==> config.mk <==
export PLATFORM = sky130hd
export DESIGN_NAME = input_conditioner
export DESIGN_NICKNAME = d
export VERILOG_FILES = /design/src/rtl/conditioner_pkg.sv /design/src/rtl/debounce_channel.sv /design/src/rtl/input_conditioner.sv
export SDC_FILE = /design/constraint.sdc
export NUM_CORES = 1
export LEC_CHECK = 0
export CAP_MARGIN = 20
export CELL_PAD_IN_SITES_DETAIL_PLACEMENT = 1
export CELL_PAD_IN_SITES_GLOBAL_PLACEMENT = 1
export CORE_ASPECT_RATIO = 0.75
export CORE_MARGIN = 2
export CORE_UTILIZATION = 47
export DETAILED_ROUTE_END_ITERATION = 10
export PLACE_DENSITY = 0.81
export SYNTH_ARGS = -nofsm -noshare
export SYNTH_HDL_FRONTEND = slang
export SYNTH_SLANG_ARGS = --single-unit
==> constraint.sdc <==
create_clock -name clock -period 2.48 [get_ports clock]
set_input_delay 0.372 -clock clock [delete_from_list [all_inputs] [get_ports clock]]
set_output_delay 0.372 -clock clock [all_outputs]
set_load 0.01 [all_outputs]
==> src/rtl/conditioner_pkg.sv <==
// Shared defaults and helpers for the pad-input conditioning front end.
// Imported by the per-channel debounce block and the channel-bank top.
package conditioner_pkg;

  localparam int DEF_NUM_CH          = 6;
  localparam int DEF_SYNC_STAGES     = 2;
  localparam int DEF_DEBOUNCE_CYCLES = 4;

  // Per-cycle decision taken by a channel's debounce filter
  typedef enum logic [1:0] {
    ACT_HOLD   = 2'd0,
    ACT_IDLE   = 2'd1,
    ACT_COUNT  = 2'd2,
    ACT_ACCEPT = 2'd3
  } deb_action_e;

  // Counter must reach DEBOUNCE_CYCLES-1; never narrower than one bit
  function automatic int cnt_width(input int cycles);
    int w;
    w = $clog2(cycles + 1);
    return (w < 1) ? 1 : w;
  endfunction

endpackage

==> src/rtl/debounce_channel.sv <==
// One conditioned input: synchronizer chain, stability counter and
// registered rise/fall strobes that coincide with the level update.
module debounce_channel
  import conditioner_pkg::*;
#(
  parameter int SYNC_STAGES     = DEF_SYNC_STAGES,
  parameter int DEBOUNCE_CYCLES = DEF_DEBOUNCE_CYCLES
) (
  input  logic clock,
  input  logic reset,
  input  logic async_in,
  input  logic enable,
  output logic level_out,
  output logic rise_pulse,
  output logic fall_pulse
);

  localparam int            CW       = cnt_width(DEBOUNCE_CYCLES);
  localparam logic [CW-1:0] CNT_LAST = CW'(DEBOUNCE_CYCLES - 1);

  logic [SYNC_STAGES-1:0] sync_pipe_p0;
  logic                   sync_bit;
  logic [CW-1:0]          cnt_p1;
  logic [CW-1:0]          cnt_next;
  logic                   level_next;
  deb_action_e            action;

  // Stage p0: metastability chain, free-running regardless of enable
  always_ff @(posedge clock or posedge reset) begin
    if (reset) begin
      sync_pipe_p0 <= '0;
    end else begin
      sync_pipe_p0 <= {sync_pipe_p0[SYNC_STAGES-2:0], async_in};
    end
  end

  assign sync_bit = sync_pipe_p0[SYNC_STAGES-1];

  always_comb begin
    action     = ACT_HOLD;
    cnt_next   = '0;
    level_next = level_out;
    if (!enable) begin
      action = ACT_HOLD;
    end else if (sync_bit == level_out) begin
      action = ACT_IDLE;
    end else if (cnt_p1 == CNT_LAST) begin
      action = ACT_ACCEPT;
    end else begin
      action = ACT_COUNT;
    end

    case (action)
      ACT_COUNT:  cnt_next   = cnt_p1 + 1'b1;
      ACT_ACCEPT: level_next = sync_bit;
      ACT_IDLE:   cnt_next   = '0;
      ACT_HOLD:   cnt_next   = '0;
      default:    cnt_next   = '0;
    endcase
  end

  // Stage p1: accepted level with strobes registered on the same edge
  always_ff @(posedge clock or posedge reset) begin
    if (reset) begin
      cnt_p1     <= '0;
      level_out  <= 1'b0;
      rise_pulse <= 1'b0;
      fall_pulse <= 1'b0;
    end else begin
      cnt_p1     <= cnt_next;
      level_out  <= level_next;
      rise_pulse <= level_next & ~level_out;
      fall_pulse <= ~level_next & level_out;
    end
  end

endmodule

==> src/rtl/input_conditioner.sv <==
// N-channel pad-input front end: independent synchronize/debounce/edge
// channels plus a combined strobe that fires when any channel moved.
module input_conditioner
  import conditioner_pkg::*;
#(
  parameter int NUM_CH          = DEF_NUM_CH,
  parameter int SYNC_STAGES     = DEF_SYNC_STAGES,
  parameter int DEBOUNCE_CYCLES = DEF_DEBOUNCE_CYCLES
) (
  input  logic              clock,
  input  logic              reset,
  input  logic [NUM_CH-1:0] async_in,
  input  logic              enable,
  output logic [NUM_CH-1:0] level_out,
  output logic [NUM_CH-1:0] rise_pulse,
  output logic [NUM_CH-1:0] fall_pulse,
  output logic              changed
);

  for (genvar ch = 0; ch < NUM_CH; ch++) begin : g_ch
    debounce_channel #(
      .SYNC_STAGES    (SYNC_STAGES),
      .DEBOUNCE_CYCLES(DEBOUNCE_CYCLES)
    ) u_chan (
      .clock     (clock),
      .reset     (reset),
      .async_in  (async_in[ch]),
      .enable    (enable),
      .level_out (level_out[ch]),
      .rise_pulse(rise_pulse[ch]),
      .fall_pulse(fall_pulse[ch])
    );
  end

  // Built only from registered strobes, so async_in never reaches it directly
  assign changed = |(rise_pulse | fall_pulse);

endmodule

==> impl_metrics.json, run 1 <==
{
  "outcome": "completed",
  "htreeDepth": 2,
  "ctsHoldBuffers": 0,
  "r2r_start": "g_ch[2].u_chan.cnt_p1[0]",
  "tightest_slew_ns": 0.585,
  "grt_pass1_vias": 1140,
  "combinationalPowerShare": 0.132,
  "routed_wl_mm": 3.21,
  "finalMaxSlewViolations": 0,
  "path_clk_slew_ns": 0.08,
  "cts.sinks": 48,
  "yosysTopAreaCell": "dfrtp_1",
  "hold_violations": 0,
  "rows": 20,
  "tns_ns": 0,
  "setup_violations": 0,
  "rsz0062_at_grt": "false",
  "numCtsBuffers": 5,
  "cts_tree": "done",
  "vias_per_cell": 4.81,
  "final.period_utilization": 0.812,
  "slowest_delay_ns": 0.49,
  "syn-cell-area_um2": 1990,
  "wl_met2_mm": 1.60,
  "peakVddDrop_mv": 0.398,
  "io_buffers": 27,
  "p_per_area_nw_per_um2": 717,
  "yosys_warnings": 0,
  "coreArea_um2": 4050,
  "cts_setup_buffers": 0,
  "fin_skew_ns": 0.00270,
  "hp-start": "g_ch[2].u_chan.sync_pipe_p0[0]",
  "grt_pass1_wl_mm": 5.34,
  "ys_top_cells_by_area": "dfrtp_1 (60%), ha_1 (7.5%), buf_4 (6.8%)",
  "drt-met1-wl_mm": 1.42,
  "hp-class": "reg2reg",
  "timing.rr.end": "g_ch[2].u_chan.cnt_p1[2]",
  "seqPwrFrac": 0.539,
  "syn_nets": 165,
  "initial_core_util": 0.492,
  "crit_chain": "nor4_1 > nand3_1 > clkdlybuf4s50_1",
  "reg2reg_depth": 4,
  "cpMaxStageDelayCell": "clkdlybuf4s50_1",
  "period_needed_ns": 2.01,
  "clkPwrFrac": 0.329,
  "dieHeight_um": 60.4,
  "cts-root-buf": "clkbuf_8",
  "syn_area_per_cell_um2": 13.8,
  "postPlaceCellArea_um2": 2200,
  "routed.top_layer": "met4",
  "antenna_found_initial": 0,
  "clk_latency_ns": 0.29,
  "switching_share": 0.235,
  "detail_route.drc_violations": 0,
  "crit_path_end_kind": "output pin",
  "synth.ff_latch_count": 48,
  "crit_type": "reg2out",
  "areaGrowthSynthToFinish_pct": 15.8,
  "holdPathStages": 0,
  "die-area_um2": 4780,
  "seq_area_frac_synth": 0.603,
  "worstPathRequired_ns": 2.11,
  "synth_top_area_share": 0.603,
  "relSlewSlack": 0.610,
  "gp_congestion": 0.732,
  "fill_cells": 400,
  "cts_resized": 0,
  "clock_path_buffers": 2,
  "wl_per_cell_um": 14.8,
  "layout-drive-gt1-share": 0.136,
  "dp_hpwl_mm": 2.37,
  "final_cell_area_um2": 2310,
  "cp.arrival_ns": 1.64,
  "fin_nets": 182,
  "vias": 1044,
  "crit_fanout": 2,
  "synth_cells": 144,
  "p_leak_nw": 1.09,
  "grt-ovfl-total": 0,
  "fmax_mhz": 497,
  "mostFrequentLayoutCell": "dfrtp_1",
  "internal_power_mw": 1.27,
  "switchingPower_mw": 0.389,
  "die_x_um": 79.2,
  "synth_cell_types": 14,
  "postRouteAntennaNets": 0,
  "startpoint_type": "flop",
  "rrSetupSlack_ns": 1.08,
  "first_iter_violations": 29,
  "drt-pass1-iter-count": 4,
  "diodes": 0,
  "num_io_pins": 28,
  "grt_usage": 0.155,
  "maxCapViolations": 0,
  "holdPathEnd": "g_ch[2].u_chan.sync_pipe_p0[1]",
  "grt_max_degree": 49,
  "wl_met3_um": 137,
  "final_cell_mix": "dfrtp_1 (48), clkdlybuf4s50_1 (27), nor3b_1 (18)"
}
[kinds of logic (layout without fill, tap and decap cells)]
group | after synthesis | after routing | share of synthesized area
adder cells (fa/ha/maj) | 12 | 12 | 0.0753
flip-flops | 48 | 48 | 0.603
multiplexers | 6 | 6 | 0.0452
XOR/XNOR | 6 | 6 | 0.0264
AND/OR/NAND/NOR | 46 | 46 | 0.164
buffers and inverters | 26 | 44 | 0.0866
[worst max path at each step]
stage | start | to | slack, ns | cells after the start
3_5_place_dp | g_ch[1].u_chan.rise_pulse | changed | 0.79 | 3
5_1_grt | g_ch[3].u_chan.rise_pulse | changed | 0.36 | 3
4_1_cts | g_ch[3].u_chan.rise_pulse | changed | 0.45 | 3
6_report | g_ch[3].u_chan.rise_pulse | changed | 0.47 | 3
3_3_place_gp | g_ch[3].u_chan.rise_pulse | changed | 0.78 | 3
2_1_floorplan | reset | g_ch[0].u_chan.cnt_p1[0] | 0.96 | 1
[synthesized netlist by cell type]
| cell type | count |
|---|---|
| mux2_4 | 6 |
| nor3_1 | 12 |
| nor3b_1 | 18 |
| nand2b_1 | 4 |
| nor4_1 | 3 |
| nand2_4 | 6 |
| xnor2_1 | 6 |
| or2b_1 | 2 |
| ha_1 | 12 |
| inv_1 | 7 |
| buf_4 | 18 |
| buf_6 | 1 |
| dfrtp_1 | 48 |
| nand3_1 | 1 |
[worst max-delay path: cells and delay by family, from the launching register on]
kind | cells | cell delay (ns)
DFF | 1 | 0.39
buffers and inverters | 1 | 0.49
and+or+nand+nor | 2 | 0.46
[per-layer routing]
metal  up-vias  track usage
li1        499            -
met1       518        0.186
met2        21        0.260
met3         6       0.0521
met4         0       0.0739
met5         -            0
[metrics by stage]
step                      hold WS [ns]  power, mW   util  cells  setup WS (ns)
after floorplan                  0.331       1.06      -    144          0.964
after global placement           0.332       1.11  0.543    209          0.784
after detailed placement         0.336       1.13  0.543    209          0.792
after CTS                        0.356       1.68  0.569    217          0.446
after global routing             0.362       1.73  0.569    217          0.364
final                            0.352       1.66  0.569    217          0.466
[power by group through the flow]
stage / clock network, mW / registers, mW / logic [mW]
after floorplan: 0 / 0.892 / 0.170
after global placement: 0 / 0.901 / 0.210
after detailed placement: 0 / 0.907 / 0.224
after CTS: 0.562 / 0.893 / 0.224
after global routing: 0.586 / 0.901 / 0.243
final: 0.544 / 0.892 / 0.219
[sequential cells by signal, indices dropped and copies added, names as in the netlist]
register                  cells
g_ch.u_chan.cnt_p1           18
g_ch.u_chan.sync_pipe_p0     12
g_ch.u_chan.fall_pulse        6
g_ch.u_chan.level_out         6
g_ch.u_chan.rise_pulse        6
[cell type report]
type / instances / area [µm²] / share of cell area
Clock inverter: 2 / 35.0 / 0.0152
Timing Repair Buffer: 29 / 285 / 0.124
Inverter: 7 / 26.3 / 0.0114
Clock buffer: 6 / 72.6 / 0.0314
Tap cell: 55 / 68.8 / 0.0298
Sequential cell: 48 / 1200 / 0.520
Multi-Input combinational cell: 70 / 619 / 0.268
Power figures use the tool's default switching activity.
==> run 2: changes to the inputs <==
CORE_UTILIZATION = 44   (was 47)
PLACE_DENSITY = 0.76   (was 0.81)
clock period = 2.04 ns   (was 2.48 ns; I/O delays follow)
==> impl_metrics.json, run 2 (synthesis results as in run 1) <==
{
  "fin_skew_ns": 0.00701,
  "antenna_found_initial": 0,
  "die-area_um2": 5090,
  "worstPathRequired_ns": 1.73,
  "use_met2": 0.255,
  "detail_route.drc_violations": 0,
  "dieHeight_um": 62.3,
  "gp_congestion": 0.712,
  "grt-ovfl-total": 0,
  "mostFrequentLayoutCell": "dfrtp_1",
  "crit_chain": "nor4_1 > nand3_1 > clkdlybuf4s50_1",
  "diodes": 0,
  "regMostFlops": "g_ch.u_chan.cnt_p1",
  "htreeDepth": 2,
  "fmax_mhz": 519,
  "crit_path_end_kind": "output pin",
  "postRouteAntennaNets": 0,
  "top_regs": "g_ch.u_chan.cnt_p1: 18 flops, g_ch.u_chan.sync_pipe_p0: 12 flops",
  "p_per_area_nw_per_um2": 836,
  "relSlewSlack": 0.796,
  "grt_usage": 0.159,
  "largest_register_ffs": 18,
  "vias": 1072,
  "timing.rr.end": "g_ch[3].u_chan.cnt_p1[1]",
  "rows": 21,
  "hp-class": "in2async",
  "path_clk_slew_ns": 0.08,
  "initial_core_util": 0.452,
  "cpMaxStageDelayCell": "clkdlybuf4s50_1",
  "numCtsBuffers": 5,
  "num_io_pins": 28,
  "use_met3": 0.0392,
  "busiest_layer": "met2",
  "finalMaxSlewViolations": 0,
  "drt-pass1-iter-count": 2,
  "clock_path_buffers": 2,
  "critPathBufInv": 1,
  "final_cells": 219,
  "maxCapViolations": 0,
  "cts.sinks": 48,
  "startpoint_type": "flop",
  "dp_cells": 211,
  "finalPower_mw": 1.93,
  "postPlaceCellArea_um2": 2220,
  "cp_top_family": "buffers and inverters",
  "final_cell_area_um2": 2310,
  "dp_hpwl_mm": 2.53,
  "io_buffers": 27,
  "cp.arrival_ns": 1.62,
  "setup_violations": 0,
  "holdWs_ns": 0.355,
  "areaGrowthSynthToFinish_pct": 15.7,
  "ctsHoldBuffers": 0,
  "clk_latency_ns": 0.30,
  "rsz0062_at_grt": "false",
  "fin_nets": 182,
  "rrSetupSlack_ns": 0.65,
  "coreArea_um2": 4410,
  "reg2reg_depth": 4,
  "r2r_start": "g_ch[3].u_chan.cnt_p1[0]",
  "crit_type": "reg2out",
  "vias_per_cell": 4.89,
  "final.period_utilization": 0.944,
  "grt_pass1_wl_mm": 5.91,
  "tightest_slew_ns": 0.303,
  "cts_resized": 0,
  "tns_ns": 0,
  "grt_max_degree": 49,
  "outcome": "completed",
  "cts_setup_buffers": 0,
  "final_cell_mix": "dfrtp_1 (48), clkdlybuf4s50_1 (27), nor3b_1 (18)",
  "crit_fanout": 2,
  "peakVddDrop_mv": 0.421,
  "met1_usage": 0.197,
  "first_iter_violations": 26,
  "p_leak_nw": 1.08,
  "post-place-ws_ns": 0.421,
  "cts_tree": "done",
  "layout-drive-gt1-share": 0.130,
  "slowest_delay_ns": 0.50,
  "period_needed_ns": 1.93,
  "post-route-util": 0.522,
  "die_x_um": 81.7,
  "setup_ws_ns": 0.114,
  "wl_per_cell_um": 15.7,
  "routed_wl_mm": 3.43,
  "hold_violations": 0,
  "cts-root-buf": "clkbuf_8",
  "grt_pass1_vias": 1252
}
==> run 2: worst max-delay path by stage <==
| stage | from | endpoint | slack (ns) | cells past startpoint |
|---|---|---|---|---|
| CTS | g_ch[1].u_chan.rise_pulse | changed | 0.08 | 3 |
| global placement | g_ch[3].u_chan.rise_pulse | changed | 0.43 | 3 |
| global route | g_ch[0].u_chan.fall_pulse | changed | 0.004 | 3 |
| detailed placement | g_ch[1].u_chan.rise_pulse | changed | 0.42 | 3 |
| floorplan | reset | g_ch[0].u_chan.cnt_p1[0] | 0.59 | 1 |
| finish | g_ch[1].u_chan.rise_pulse | changed | 0.11 | 3 |
==> run 2: layout make-up <==
cell class / instances / area, µm²
fillers: 446 / 2110
well taps: 57 / 71.3
repair buffers: 29 / 298
multi-input cells: 70 / 619
clock buffers: 8 / 90.1
flip-flops and latches: 48 / 1200
inverters: 7 / 26.3
==> run 2: worst min-delay path, delay by kind of cell <==
family,cells,cell delay (ns)
buffers and inverters,3,0.73
==> run 2: layer usage <==
layer	share of wire	vias up	wire, µm
met2	0.51	26	1760
met4	0.030	0	104
met5	0	-	0
li1	-	497	-
met3	0.039	13	135
met1	0.42	536	1430
==> run 2: power breakdown <==
group          leakage, nW  switching, mW  internal (mW)  total (mW)
combinational        0.403          0.111          0.158       0.270
sequential           0.633         0.0658           1.02        1.09
clock               0.0455          0.295          0.277       0.571
total                 1.08          0.472           1.46        1.93
==> run 3: changes to the inputs <==
CORE_MARGIN = 4   (was 2)
GPL_TIMING_DRIVEN = 1   (was unset)
==> impl_metrics.json, run 3 (synthesis results as in run 1) <==
{
  "internal_power_mw": 1.45,
  "numCtsBuffers": 5,
  "fill_cells": 432,
  "relSlewSlack": 0.678,
  "grt_usage": 0.136,
  "largest_register_ffs": 18,
  "gp_congestion": 0.730,
  "path_clk_slew_ns": 0.08,
  "initial_core_util": 0.474,
  "peakVddDrop_mv": 0.448,
  "crit_path_end_kind": "output pin",
  "layout-drive-gt1-share": 0.130,
  "grt_max_degree": 28,
  "tns_ns": 0,
  "hp-class": "reg2reg",
  "coreArea_um2": 4200,
  "period_needed_ns": 1.90,
  "mostFrequentLayoutCell": "dfrtp_1",
  "crit_fanout": 2,
  "hp-start": "g_ch[0].u_chan.sync_pipe_p0[0]",
  "antenna_found_initial": 0,
  "crit_type": "reg2out",
  "grt-ovfl-total": 0,
  "cts.sinks": 48,
  "first_iter_violations": 64,
  "top_regs": "g_ch.u_chan.cnt_p1: 18 flops, g_ch.u_chan.sync_pipe_p0: 12 flops",
  "outcome": "completed",
  "fmax_mhz": 526,
  "cts_tree": "done",
  "clk_latency_ns": 0.29,
  "setup_violations": 0,
  "seq_area_um2": 1200,
  "switchingPower_mw": 0.466,
  "cp.arrival_ns": 1.59,
  "rsz0062_at_grt": "false",
  "clock_path_buffers": 2,
  "final_cells": 217,
  "multi_input_area_um2": 619,
  "cts_setup_buffers": 0,
  "io_buffers": 27,
  "fin_skew_ns": 0.00181,
  "tightest_slew_ns": 0.483,
  "ctsHoldBuffers": 0,
  "r2r_start": "g_ch[1].u_chan.cnt_p1[0]",
  "rows": 20,
  "routed_wl_mm": 3.32,
  "hold_violations": 0,
  "final.period_utilization": 0.931,
  "postRouteAntennaNets": 0,
  "startpoint_type": "flop",
  "detail_route.drc_violations": 0,
  "seqPwrFrac": 0.565,
  "p_per_area_nw_per_um2": 834,
  "die-area_um2": 5680,
  "dp_cells": 209,
  "regMostFlops": "g_ch.u_chan.cnt_p1",
  "worstPathRequired_ns": 1.73,
  "switching_share": 0.243,
  "vias": 1048,
  "cp-startpoint": "g_ch[1].u_chan.rise_pulse",
  "maxCapViolations": 0,
  "grt_pass1_wl_mm": 5.76,
  "p_leak_nw": 1.08,
  "dieHeight_um": 66.3,
  "drt-pass1-iter-count": 4,
  "dp_hpwl_mm": 2.54,
  "final_cell_mix": "dfrtp_1 (48), clkdlybuf4s50_1 (27), nor3b_1 (18)",
  "clkPwrFrac": 0.293,
  "fin_nets": 182,
  "wl_per_cell_um": 15.3,
  "num_io_pins": 28,
  "cts-root-buf": "clkbuf_8",
  "finalMaxSlewViolations": 0,
  "combinationalPowerShare": 0.142,
  "grt_pass1_vias": 1139,
  "die_x_um": 85.7,
  "cts_resized": 0,
  "areaGrowthSynthToFinish_pct": 15.6,
  "diodes": 0,
  "htreeDepth": 2,
  "vias_per_cell": 4.83
}
-- run 3: worst max-delay path, cell delays in order (launching register included) --
cell and delay (ns):
dfrtp_1 0.40, nor4_1 0.30, nand3_1 0.12, clkdlybuf4s50_1 0.49
-- run 3: final timing paths --
| check | end | cells after the start | slack (ns) |
|---|---|---|---|
| max in group asynchronous | g_ch[3].u_chan.level_out | 3 | 1.18 |
| min in group asynchronous | g_ch[3].u_chan.sync_pipe_p0[1] | 2 | 0.36 |
| worst max register to register | g_ch[1].u_chan.cnt_p1[0] | 4 | 0.64 |
| worst min-delay path | g_ch[0].u_chan.sync_pipe_p0[1] | 0 | 0.35 |
| worst max-delay path | changed | 3 | 0.14 |
| worst min register to register | g_ch[0].u_chan.sync_pipe_p0[1] | 0 | 0.35 |
-- run 3: per-layer routing --
layer / vias up / GRT usage / routed length [µm]
met2: 20 / 0.231 / 1650
met4: 0 / 0.0296 / 36
met5: - / 0 / 0
li1: 498 / - / -
met1: 523 / 0.168 / 1490
met3: 7 / 0.0461 / 145
-- run 3: per-stage QoR --
| step | hold slack (ns) | total power, mW | cell area [µm²] | util | setup slack (ns) |
|---|---|---|---|---|---|
| global route | 0.366 | 2.04 | 2300 | 0.548 | 0.0319 |
| CTS | 0.355 | 1.95 | 2300 | 0.548 | 0.113 |
| floorplan | 0.331 | 1.29 | 1990 | - | 0.590 |
| detailed placement | 0.336 | 1.38 | 2210 | 0.526 | 0.334 |
| global placement | 0.334 | 1.36 | 2210 | 0.526 | 0.461 |
| finish | 0.351 | 1.92 | 2300 | 0.548 | 0.140 |
-- run 3: area by class of cell --
cell class / count / share of cell area
sequential: 48 / 0.521
multi-input combinational: 70 / 0.269
timing repair buffer: 29 / 0.129
clock buffer: 8 / 0.0391
tap: 55 / 0.0299
inverter: 7 / 0.0114
-- run 3: power groups by stage --
| stage | clock network [mW] | logic [mW] | registers (mW) |
|---|---|---|---|
| 5_1_grt | 0.639 | 0.302 | 1.10 |
| 2_1_floorplan | 0 | 0.207 | 1.08 |
| 4_1_cts | 0.589 | 0.279 | 1.09 |
| 3_3_place_gp | 0 | 0.261 | 1.10 |
| 3_5_place_dp | 0 | 0.278 | 1.10 |
| 6_report | 0.562 | 0.273 | 1.08 |
